==> config.mk <==
export PLATFORM = sky130hd
export DESIGN_NAME = rst_req_ctrl
export DESIGN_NICKNAME = d
export VERILOG_FILES = /design/src/rtl/rst_req_ctrl.sv
export SDC_FILE = /design/constraint.sdc
export NUM_CORES = 1
export LEC_CHECK = 0
export BUFFER_PORTS_ARGS = -buffer_cell sky130_fd_sc_hd__clkbuf_2
export CAP_MARGIN = 20
export CORE_MARGIN = 2
export CORE_UTILIZATION = 50
export DETAILED_ROUTE_END_ITERATION = 8
export GPL_TIMING_DRIVEN = 0
export MAX_ROUTING_LAYER = met4
export PLACE_DENSITY = 0.74
export SYNTH_ARGS = -nofsm -noshare
export SYNTH_HDL_FRONTEND = slang
export SYNTH_SLANG_ARGS = --single-unit
==> constraint.sdc <==
create_clock -name ref_clk_i -period 1.8 [get_ports ref_clk_i]
set_input_delay 0.27 -clock ref_clk_i [delete_from_list [all_inputs] [get_ports ref_clk_i]]
set_output_delay 0.27 -clock ref_clk_i [all_outputs]
set_load 0.1 [all_outputs]
==> src/rtl/rst_req_ctrl.sv <==
// rst_req_ctrl: collects per-source level reset requests and turns the rising
// edge of any enabled request into a fixed-length reset-request pulse,
// followed by a quiet hold-off window.
//
// Ports:
//   ref_clk_i   - single clock, all state on posedge
//   srst_i      - synchronous active-high reset
//   req_i       - per-source level reset requests (NUM_SRC bits)
//   en_i        - per-source enable mask, 0 ignores the source
//   cause_clr_i - clears the sticky cause record
//   arst_req_o  - reset request to the downstream arst_no generator
//   busy_o      - high while a request sequence is running
//   done_o      - one-cycle pulse at the end of each sequence
//   cause_o     - sticky record of the sources that triggered
module rst_req_ctrl #(
  parameter int unsigned NUM_SRC        = 4,
  parameter int unsigned ASSERT_CYCLES  = 16,
  parameter int unsigned HOLDOFF_CYCLES = 8
) (
  input  logic               ref_clk_i,
  input  logic               srst_i,
  input  logic [NUM_SRC-1:0] req_i,
  input  logic [NUM_SRC-1:0] en_i,
  input  logic               cause_clr_i,
  output logic               arst_req_o,
  output logic               busy_o,
  output logic               done_o,
  output logic [NUM_SRC-1:0] cause_o
);

  localparam int unsigned MAX_CYCLES =
    (ASSERT_CYCLES > HOLDOFF_CYCLES) ? ASSERT_CYCLES : HOLDOFF_CYCLES;
  localparam int unsigned CW = $clog2(MAX_CYCLES) + 1;

  // Counter holds "cycles remaining minus one", so zero marks the last cycle.
  localparam logic [CW-1:0] A_LOAD = CW'(ASSERT_CYCLES - 1);
  localparam logic [CW-1:0] H_LOAD = CW'(HOLDOFF_CYCLES - 1);

  typedef enum logic [1:0] {
    IDLE    = 2'd0,
    ASSERT  = 2'd1,
    HOLDOFF = 2'd2
  } state_e;

  state_e              state_q, state_d;
  logic [CW-1:0]       cnt_q, cnt_d;
  logic                pend_q, pend_d;
  logic [NUM_SRC-1:0]  req_q, req_d;
  logic [NUM_SRC-1:0]  cause_q, cause_d;
  logic                arst_q, arst_d;
  logic                busy_q, busy_d;
  logic                done_q, done_d;
  logic [NUM_SRC-1:0]  trig;
  logic                trig_any;

  always_comb begin
    trig     = req_i & ~req_q & en_i;
    trig_any = |trig;

    state_d  = state_q;
    cnt_d    = cnt_q;
    pend_d   = pend_q;
    done_d   = 1'b0;
    req_d    = req_i;
    // Set wins over clear: clear first, then OR in this cycle's triggers.
    cause_d  = (cause_clr_i ? '0 : cause_q) | trig;

    unique case (state_q)
      IDLE: begin
        if (trig_any) begin
          state_d = ASSERT;
          cnt_d   = A_LOAD;
        end
      end
      ASSERT: begin
        // Triggers here are absorbed; only cause_d records them.
        if (cnt_q == '0) begin
          state_d = HOLDOFF;
          cnt_d   = H_LOAD;
        end else begin
          cnt_d = cnt_q - CW'(1);
        end
      end
      HOLDOFF: begin
        if (cnt_q == '0) begin
          done_d = 1'b1;
          // A trigger on the final hold-off cycle is treated as pending.
          if (pend_q || trig_any) begin
            state_d = ASSERT;
            cnt_d   = A_LOAD;
            pend_d  = 1'b0;
          end else begin
            state_d = IDLE;
            cnt_d   = '0;
          end
        end else begin
          cnt_d = cnt_q - CW'(1);
          if (trig_any) begin
            pend_d = 1'b1;
          end
        end
      end
      default: begin
        state_d = IDLE;
        cnt_d   = '0;
        pend_d  = 1'b0;
      end
    endcase

    arst_d = (state_d == ASSERT);
    busy_d = (state_d != IDLE);
  end

  always_ff @(posedge ref_clk_i) begin
    if (srst_i) begin
      state_q <= IDLE;
      cnt_q   <= '0;
      pend_q  <= 1'b0;
      req_q   <= '0;
      cause_q <= '0;
      arst_q  <= 1'b0;
      busy_q  <= 1'b0;
      done_q  <= 1'b0;
    end else begin
      state_q <= state_d;
      cnt_q   <= cnt_d;
      pend_q  <= pend_d;
      req_q   <= req_d;
      cause_q <= cause_d;
      arst_q  <= arst_d;
      busy_q  <= busy_d;
      done_q  <= done_d;
    end
  end

  assign arst_req_o = arst_q;
  assign busy_o     = busy_q;
  assign done_o     = done_q;
  assign cause_o    = cause_q;

endmodule
=== Word level (Yosys, flattened, before mapping) ===
Cells that the tools add are included.

* $add $sub $neg: 1
* Equal/unequal tests: 6
* Mux-type cells: 16
* Bitwise gates (word level): 6
* Reduce and logical (&&, ||, !) cells: 8

{| class="wikitable"
|+ Operators with widths
! cell !! number
|-
| 5-bit two-way mux || 3
|-
| 5-bit case mux with 3 select lines || 1
|-
| 4-bit bitwise AND || 2
|-
| 4-bit two-way mux || 2
|-
| 2-bit two-way mux || 3
|-
| 3-bit != test, second input constant || 2
|-
| 2-bit case mux with 3 select lines || 1
|-
| 5-bit zero test || 1
|-
| 1-bit two-way mux || 5
|-
| 5-bit by 1-bit subtractor with 5-bit output, second input constant || 1
|-
| 2-bit by 1-bit == test with 1-bit output, second input constant || 2
|-
| 4-bit NOT || 1
|-
| 4-bit bitwise OR || 1
|-
| 2-bit OR reduction || 2
|-
| 4-bit OR reduction || 1
|-
| 3-bit AND reduction || 1
|-
| 2-bit == test, second input constant || 1
|-
| 2-bit zero test || 1
|-
| 2-bit != test, second input constant || 1
|-
| 1-bit NOT || 2
|-
| 1-bit case mux with 2 select lines || 1
|-
| 2-bit nonzero test || 1
|-
| 1-bit logical OR || 1
|}

* Register bits after elaboration: 19
* Input port bits: 11
* Output and inout bits: 7
* Word-level logic and storage cells: 45

=== Longest topological paths before layout ===
Gate-level depths: netlist (run 1).

* Word-level depth: 9
* Gate-level depth with buffers: 6
* Depth with buffers taken out: 6

=== Least setup slack after synthesis (run 1) ===
Ideal clock, no wire load.

* Path type: flip-flop to flip-flop
* Start: register cnt_q[0]
* End: register cnt_q[1]
* Library setup time: 79 ps
* Arrival time: 1480 ps
* Setup slack: 240 ps
* Cell stages (with the launch flop): 7
* Buffers on the path: 0
* Cells stage by stage: dfxtp_1 -> inv_1 -> ha_1 -> nor4b_4 -> nor2b_1 -> maj3_2 -> a211oi_2

* Longest elaborated chain between the ends: 3

{| class="wikitable"
|+ Ends and longest elaborated chain
! element !! line !! text
|-
| from (decl) || 46 || <nowiki>logic [CW-1:0] cnt_q, cnt_d;</nowiki>
|-
| from (signal assigned) || 126 || <nowiki>cnt_q <= cnt_d;</nowiki>
|-
| 5-bit by 1-bit subtractor with 5-bit output or 5-bit zero test (tied branches) || n/a ||
|-
| 5-bit two-way mux (on tied branches) || 85, 77 ||
|-
| 5-bit case mux with 3 select lines * || 68 || <nowiki>unique case (state_q)</nowiki>
|}

Every way passes the cells marked *; elsewhere a longest branch is shown, timed or not.
A chain may end at the register's enable or synchronous reset.

=== Worst setup path after layout (run 1) ===
Ends and elaborated chain as after synthesis.

==> results of run 1 <==
-- per-layer routing --
| layer | track usage [%] | vias to the layer above |
|---|---|---|
| met5 | - | - |
| met4 | 8.82 | 0 |
| met3 | 3.60 | 3 |
| met2 | 24.9 | 13 |
| met1 | 27.4 | 318 |
| li1 | - | 368 |
-- cell usage in the layout, fill, tap and decap left out, drive strengths merged, types with 2 or more instances in the layout --
cell type,n
nand2b,7
nor3,3
a2111oi,2
nor2b,7
nor2,4
clkbuf,21
a21oi,9
buf,5
nand3b,6
nand2,2
a211oi,4
o21ai,4
dfxtp,19
inv,4
-- kinds of logic after synthesis --
kind of cell / after synthesis / share of synthesized area, %
and+or+nand+nor: 38 / 29.4
AOI/OAI and AO/OA: 23 / 17.6
DFF: 19 / 45.3
buffers and inverters: 8 / 3.87
adders and majority gates: 2 / 2.83
xor gates and xnor gates: 1 / 1.04
-- timing repair --
item | CTS | global route
hold endpoints to repair | 0 | 0
setup endpoints to repair | 1 | 0
setup buffers | 2 | 0
-- worst paths after layout --
kind,endpoint,slack [ns],cells after the start
setup / recovery,cnt_q[1],0.14,7
hold / removal,req_q[2],0.18,2
setup reg to reg,cnt_q[1],0.14,7
hold reg to reg,cause_o[1],0.49,2
-- power by group --
| part | switching (mW) | internal, mW | total, mW |
|---|---|---|---|
| combinational | 0.268 | 0.178 | 0.446 |
| sequential | 0.0492 | 0.478 | 0.527 |
| clock | 0.137 | 0.0865 | 0.224 |
| total | 0.454 | 0.743 | 1.20 |
-- cell type report --
type | count | share of cell area, %
multi-input cells | 64 | 43.5
well taps | 16 | 2.04
clock buffers | 4 | 2.68
repair buffers | 18 | 9.69
flip-flops and latches | 19 | 38.8
inverters | 4 | 1.53
plain buffers | 4 | 1.79
-- sequential cells by signal, indices dropped and copies added, names as in the netlist --
register    cells
arst_req_o      1
cause_o         4
pend_q          1
busy_o          1
cnt_q           5
done_o          1
req_q           4
state_q         2
==> impl_metrics.yaml, run 1 <==
status:
  status: "complete, no violations"
timing:
  slew_violations: 0
  min_period_ns: 1.66
  rsz0062_at_grt: "no"
  hold_viol_final: 0
  max_freq_ghz: 0.603
  tightest_slew_ns: 0.542
  setup_ws_ns: 0.142
  period_share_pct: 92.1
  tns_ns: 0
  finClkSkew_ns: 0.00316
  setup_viol: 0
  slew_headroom_pct: 64.0
  whs_ns: 0.185
global_route:
  antenna_found_initial: 0
  grt.overflow.total: 0
  grt_pass1_vias: 606
  grt_pass1_wl_um: 2710
  grt_use_total_pct: 18.8
  grt_max_degree: 11
detailed_routing:
  drtIter0Drc: 13
  wirelength_um: 1630
  drt-met1-wl_um: 823
  dr_total_vias: 702
  routedWlPerCell_um: 12.7
  first_pass_iters: 4
  dr_wl_met2_um: 721
  viasPerCell: 5.44
  detail-route-antenna-nets: 0
  dr.max_layer_used: "met4"
  drc: 0
  dr_wl_met3_um: 61
worst_setup_path:
  crit_fanout: 10
  crit_slowest_cell: "dfxtp_1"
  reg2reg_from: "cnt_q[0]"
  path_buf_inv: 2
  cp-start-kind: "flop"
  crit_required_ns: 2.03
  crit_start: "cnt_q[0]"
  crit_chain: "inv_1, ha_1, nor4b_4, buf_4, nor2b_1, maj3_2, a211oi_2"
  worstSetupPathType: "flop to flop"
  crit_family: "adder cells"
  critPathArrivalTime_ns: 1.89
  end_kind: "flop"
  cpPeakStageDelay_ns: 0.35
worst_hold_path:
  hold_path.class: "primary input to flop"
  hold_start: "req_i[2]"
pwr:
  powerDensity_mw_per_mm2: 1220
  max-vdd-ir-drop_v: 0.000905
  power.leakage_nw: 0.413
  power_mw: 1.20
clock_tree:
  cts_tree: "done"
  post_cts_resized: 0
  clockBufferDepth: 2
  cts_buffers: 3
  clkSlewWorstSetupHoldPaths_ns: 0.11
  root_buffer: "clkbuf_4"
  htree_num_levels: 1
  clk_latency_ns: 0.30
  hold_buffers: 0
  cts.sinks: 19
finish:
  utilization_pct: 63.6
  fill_cells: 137
  design_area_um2: 981
  layout-drive-gt1-share_pct: 23.9
  seq_area_um2: 380
  finalNetCount: 126
  finalNonFillerCells: 129
  antenna_cells: 0
  area_growth_pct: 16.8
  multi_input_area_um2: 427
synth:
  synthesis.area_um2: 840
  synth_ff_type: "dfxtp_1"
  yosys.cell_count.top_type: "dfxtp_1"
  synth.largest_area_cell: "dfxtp_1"
  synthArstFlopShare_pct: 0
  ys_top_cells_by_area: "dfxtp_1 45%, a21oi_1 5.4%, nand3b_1 5.4%"
  synth_edf_count: 0
  yosysUniqueCellTypes: 33
  syn-num-nets: 103
  postSynthCellCount: 91
  ys_warn_count: 0
  yosysSeqAreaShare_pct: 45.3
  synth_common_cells: "19 x dfxtp_1, 9 x a21oi_1, 7 x nand2b_1, 7 x nor2b_1, 6 x nand3b_1"
  synth_area_per_cell_um2: 9.23
  synth_seq_cells: 19
  synth_top_area_share_pct: 45.3
placement:
  place_congestion: 0.847
  post_dp_cell_area_um2: 940
  io_buffers: 16
  hpwlAfterDp_um: 1210
  place_ws_ns: 0.0240
  dp_cells: 123
floorplanning:
  core.rowCount: 14
  die_h_um: 45.0
  die_w_um: 45.0
  die_area_mm2: 0.00202
  core_region_area_mm2: 0.00154
  start_util_pct: 54.5
  num_io_pins: 18
job:
  cap_violations: 0
No activity file was read; power rests on OpenSTA's default activity.
==> run 2: changes to the inputs <==
--- a/config.mk
+++ b/config.mk
@@ -7,12 +7,12 @@
 export LEC_CHECK = 0
 export BUFFER_PORTS_ARGS = -buffer_cell sky130_fd_sc_hd__clkbuf_2
 export CAP_MARGIN = 20
-export CORE_MARGIN = 2
 export CORE_UTILIZATION = 50
 export DETAILED_ROUTE_END_ITERATION = 8
 export GPL_TIMING_DRIVEN = 0
 export MAX_ROUTING_LAYER = met4
 export PLACE_DENSITY = 0.74
+export RECOVER_POWER = 50
 export SYNTH_ARGS = -nofsm -noshare
 export SYNTH_HDL_FRONTEND = slang
 export SYNTH_SLANG_ARGS = --single-unit
==> impl_metrics.yaml, run 2 (synthesized netlist as in run 1, its figures left out) <==
global_route:
  grt_use_total_pct: 19.9
  grt.overflow.total: 0
  grt_max_degree: 11
  grt_pass1_wl_um: 2740
  antenna_found_initial: 0
  grt_pass1_vias: 641
detailed_routing:
  first_pass_iters: 4
  drc: 0
  routedWlPerCell_um: 12.4
  drtIter0Drc: 25
  detail-route-antenna-nets: 0
  dr_total_vias: 736
  viasPerCell: 5.66
  wirelength_um: 1610
worst_setup_path:
  crit_fanout: 7
  path_buf_inv: 3
  crit_family: "compound AO/OA/AOI/OAI gates"
  cp-start-kind: "flop"
  worstSetupPathType: "flop to flop"
  crit_slowest_cell: "a2111oi_0"
  critPathArrivalTime_ns: 1.83
  cp_common_cell: "buf_4"
  cpPeakStageDelay_ns: 0.41
  end_kind: "flop"
  crit_chain: "inv_1, ha_1, nor4b_4, buf_4, buf_4, a2111oi_0"
  crit_required_ns: 1.97
finish:
  final_cell_mix: "19 x dfxtp_1, 16 x clkbuf_2, 9 x a21oi_1"
  fill_cells: 134
  multi_input_area_um2: 427
  largest_reg_flops: 5
  regMostFlops: "cnt_q"
  layout-drive-gt1-share_pct: 24.6
  antenna_cells: 0
  area_growth_pct: 17.7
  finalNetCount: 127
  seq_area_um2: 380
  finalNonFillerCells: 130
  final_common_cell: "dfxtp_1"
timing:
  setup_viol: 0
  tns_ns: 0
  tightest_slew_ns: 0.547
  slew_headroom_pct: 63.7
  hold_viol_final: 0
  slew_violations: 0
  min_period_ns: 1.65
  finClkSkew_ns: 0.00896
  max_freq_ghz: 0.605
  rsz0062_at_grt: "no"
  period_share_pct: 91.8
floorplanning:
  die_w_um: 43.0
  start_util_pct: 54.5
  core.rowCount: 14
  core_region_area_mm2: 0.00154
  num_io_pins: 18
  die_area_mm2: 0.00185
  die_h_um: 43.0
clock_tree:
  clk_latency_ns: 0.29
  clkSlewWorstSetupHoldPaths_ns: 0.11
  root_buffer: "clkbuf_4"
  cts_buffers: 3
  cts_tree: "done"
  htree_num_levels: 1
  cts.sinks: 19
  clockBufferDepth: 2
placement:
  dp_cells: 123
  place_congestion: 0.790
  io_buffers: 16
  hpwlAfterDp_um: 1150
worst_hold_path:
  hold_path.class: "primary input to flop"
pwr:
  powerDensity_mw_per_mm2: 1220
  max-vdd-ir-drop_v: 0.000789
  power.leakage_nw: 0.418
job:
  cap_violations: 0
status:
  status: "complete, no violations"
[run 2: cell types whose count changed in the layout (fill, tap and decap cells not counted)]
cell / previous run / this run
buf_1: 1 / 0
buf_4: 2 / 3
clkbuf_1: 2 / 3
[run 2: worst paths after layout]
path | slack, ns | endpoint | cells past startpoint | from
worst min register to register | 0.47 | cause_o[1] | 2 | cause_o[1]
worst min-delay path | 0.21 | req_q[2] | 2 | req_i[2]
worst max-delay path | 0.15 | state_q[0] | 6 | cnt_q[0]
worst max register to register | 0.15 | state_q[0] | 6 | cnt_q[0]
[run 2: final cells by class]
class                   count  share of cell area [%]
plain buffers               4                    1.77
clock buffers               4                    2.66
well taps                  16                    2.03
multi-input cells          64                    43.2
inverters                   4                    1.52
flip-flops and latches     19                    38.5
repair buffers             19                    10.4
[run 2: where the power goes]
group / switching [mW] / total [mW] / internal (mW)
Combinational: 0.273 / 0.463 / 0.190
Sequential: 0.0505 / 0.529 / 0.478
Clock: 0.129 / 0.215 / 0.0861
Total: 0.452 / 1.21 / 0.755
[run 2: stage by stage]
step	cell area [um^2]	hold WS, ns	utilization (%)	power (mW)	worst slack [ns]
2_1_floorplan	840	0.398	-	0.876	0.240
3_3_place_gp	940	0.460	61.0	0.948	0.0320
3_5_place_dp	940	0.461	61.0	0.961	0.0210
4_1_cts	988	0.195	64.1	1.21	0.164
5_1_grt	988	0.197	64.1	1.28	0.0230
6_report	988	0.205	64.1	1.21	0.148
[run 2: repair_timing]
item                                    CTS  global route
endpoints found under the setup margin    1             0
gates resized for setup                   0             0
buffers inserted                          3             0
hold buffers                              0             0
[run 2: metal layers]
layer	up-vias	global-route usage (%)	wire [um]
li1	369	-	-
met1	340	27.3	759
met2	25	29.1	738
met3	2	2.55	97
met4	0	9.09	10
met5	-	-	0
==> run 3: changes to the inputs <==
--- a/config.mk
+++ b/config.mk
@@ -7,11 +7,11 @@
 export LEC_CHECK = 0
 export BUFFER_PORTS_ARGS = -buffer_cell sky130_fd_sc_hd__clkbuf_2
 export CAP_MARGIN = 20
-export CORE_UTILIZATION = 50
+export CORE_UTILIZATION = 51
 export DETAILED_ROUTE_END_ITERATION = 8
 export GPL_TIMING_DRIVEN = 0
 export MAX_ROUTING_LAYER = met4
-export PLACE_DENSITY = 0.74
+export PLACE_DENSITY = 0.75
 export RECOVER_POWER = 50
 export SYNTH_ARGS = -nofsm -noshare
 export SYNTH_HDL_FRONTEND = slang
==> impl_metrics.yaml, run 3 (synthesized netlist as in run 1, its figures left out) <==
timing:
  hold_viol_final: 0
  min_period_ns: 1.63
  finClkSkew_ns: 0.00676
  rsz0062_at_grt: "no"
  setup_viol: 0
  slew_violations: 0
  max_freq_ghz: 0.614
  tns_ns: 0
  period_share_pct: 90.5
  tightest_slew_ns: 0.541
  slew_headroom_pct: 64.1
finish:
  final_cell_mix: "19 x dfxtp_1, 16 x clkbuf_2, 9 x a21oi_1"
  seq_area_um2: 380
  multi_input_area_um2: 427
  largest_reg_flops: 5
  fill_cells: 138
  finalNetCount: 126
  regMostFlops: "cnt_q"
  antenna_cells: 0
  final_common_cell: "dfxtp_1"
  area_growth_pct: 17.0
  layout-drive-gt1-share_pct: 24.8
  utilization_pct: 64.4
worst_setup_path:
  reg2reg_from: "cnt_q[0]"
  crit_fanout: 9
  end_kind: "flop"
  worst_r2r_endpoint: "cnt_q[1]"
  regToRegSetupSlack_ns: 0.17
  crit_start: "cnt_q[0]"
  reg2regPathDepth: 7
  worstSetupPathType: "flop to flop"
  critPathArrivalTime_ns: 1.85
  crit_required_ns: 2.02
  cp-start-kind: "flop"
clock_tree:
  htree_num_levels: 1
  clk_latency_ns: 0.30
  root_buffer: "clkbuf_4"
  clkSlewWorstSetupHoldPaths_ns: 0.11
  cts.sinks: 19
  clockBufferDepth: 2
  cts_buffers: 3
  cts_tree: "done"
  post_cts_resized: 0
floorplanning:
  die_h_um: 42.6
  core_region_area_mm2: 0.00152
  start_util_pct: 55.1
  core.rowCount: 14
  die_area_mm2: 0.00181
  die_w_um: 42.6
  num_io_pins: 18
job:
  cap_violations: 0
pwr:
  max-vdd-ir-drop_v: 0.000697
  powerDensity_mw_per_mm2: 1210
  power.leakage_nw: 0.415
detailed_routing:
  routedWlPerCell_um: 12.0
  first_pass_iters: 4
  viasPerCell: 5.49
  drtIter0Drc: 16
  detail-route-antenna-nets: 0
  dr_total_vias: 708
  wirelength_um: 1540
  drc: 0
global_route:
  grt_max_degree: 12
  antenna_found_initial: 0
  grt_use_total_pct: 19.7
  grt_pass1_vias: 601
  grt.overflow.total: 0
  grt_pass1_wl_um: 2540
worst_hold_path:
  hold_path.class: "primary input to flop"
  hold_depth: 2
  hold_start: "req_i[0]"
  worstHoldEndpoint: "req_q[0]"
status:
  status: "complete, no violations"
placement:
  io_buffers: 16
  hpwlAfterDp_um: 1110
  place_congestion: 0.871
[run 3: cell types whose count changed in the layout (fill, tap and decap cells not counted), sizes merged]
| cell | previous run | this run |
|---|---|---|
| clkbuf | 22 | 21 |
| buf | 5 | 4 |
| clkinv | 0 | 1 |
[run 3: through the flow]
| step | setup slack [ns] | instances | total power, mW | area (um^2) | hold WS (ns) |
|---|---|---|---|---|---|
| 4_1_cts | 0.00619 | 127 | 1.17 | 967 | 0.192 |
| 2_1_floorplan | 0.240 | 91 | 0.876 | 840 | 0.398 |
| 5_1_grt | 0.0287 | 129 | 1.27 | 982 | 0.187 |
| 3_5_place_dp | 0.0335 | 123 | 0.958 | 940 | 0.462 |
| 3_3_place_gp | 0.0451 | 123 | 0.947 | 940 | 0.457 |
| 6_report | 0.172 | 129 | 1.19 | 982 | 0.198 |
[run 3: how the worst max path moves through the flow]
stage | endpoint | slack, ns
floorplan | cnt_q[1] | 0.24
global placement | arst_req_o | 0.05
detailed placement | cnt_q[1] | 0.03
CTS | cnt_q[1] | 0.006
global route | cnt_q[1] | 0.03
finish | cnt_q[1] | 0.17
[run 3: power by group]
group | leakage (nW) | total, mW | internal, mW | switching [mW]
Combinational | 0.241 | 0.447 | 0.178 | 0.269
Sequential | 0.157 | 0.528 | 0.478 | 0.0501
Clock | 0.0177 | 0.216 | 0.0828 | 0.133
[run 3: routing by layer]
layer	share of wire (%)	wire length (um)	vias up	GRT usage, %
li1	-	-	368	-
met1	51	790	319	24.5
met2	43	663	17	28.6
met3	3.5	54	4	5.60
met4	2.1	33	0	11.3
met5	0	0	-	-
[run 3: critical path, cell delays in order, from the launching register on]
cell,delay (ns)
dfxtp_1,0.34
inv_1,0.06
ha_1,0.22
nor4b_4,0.20
buf_4,0.19
nor2b_1,0.06
maj3_2,0.31
a211oi_2,0.18
[run 3: timing repair]
item,in CTS,in global routing
hold buffers,0,0
setup endpoints to repair,0,6
buffers inserted,0,2
[run 3: area by class of cell]
type,instances,share of cell area [%]
multi-input cells,64,43.4
flip-flops and latches,19,38.7
repair buffers,18,9.68
clock buffers,3,2.29
well taps,16,2.04
plain buffers,4,1.78
inverters,4,1.53
clock inverters,1,0.510
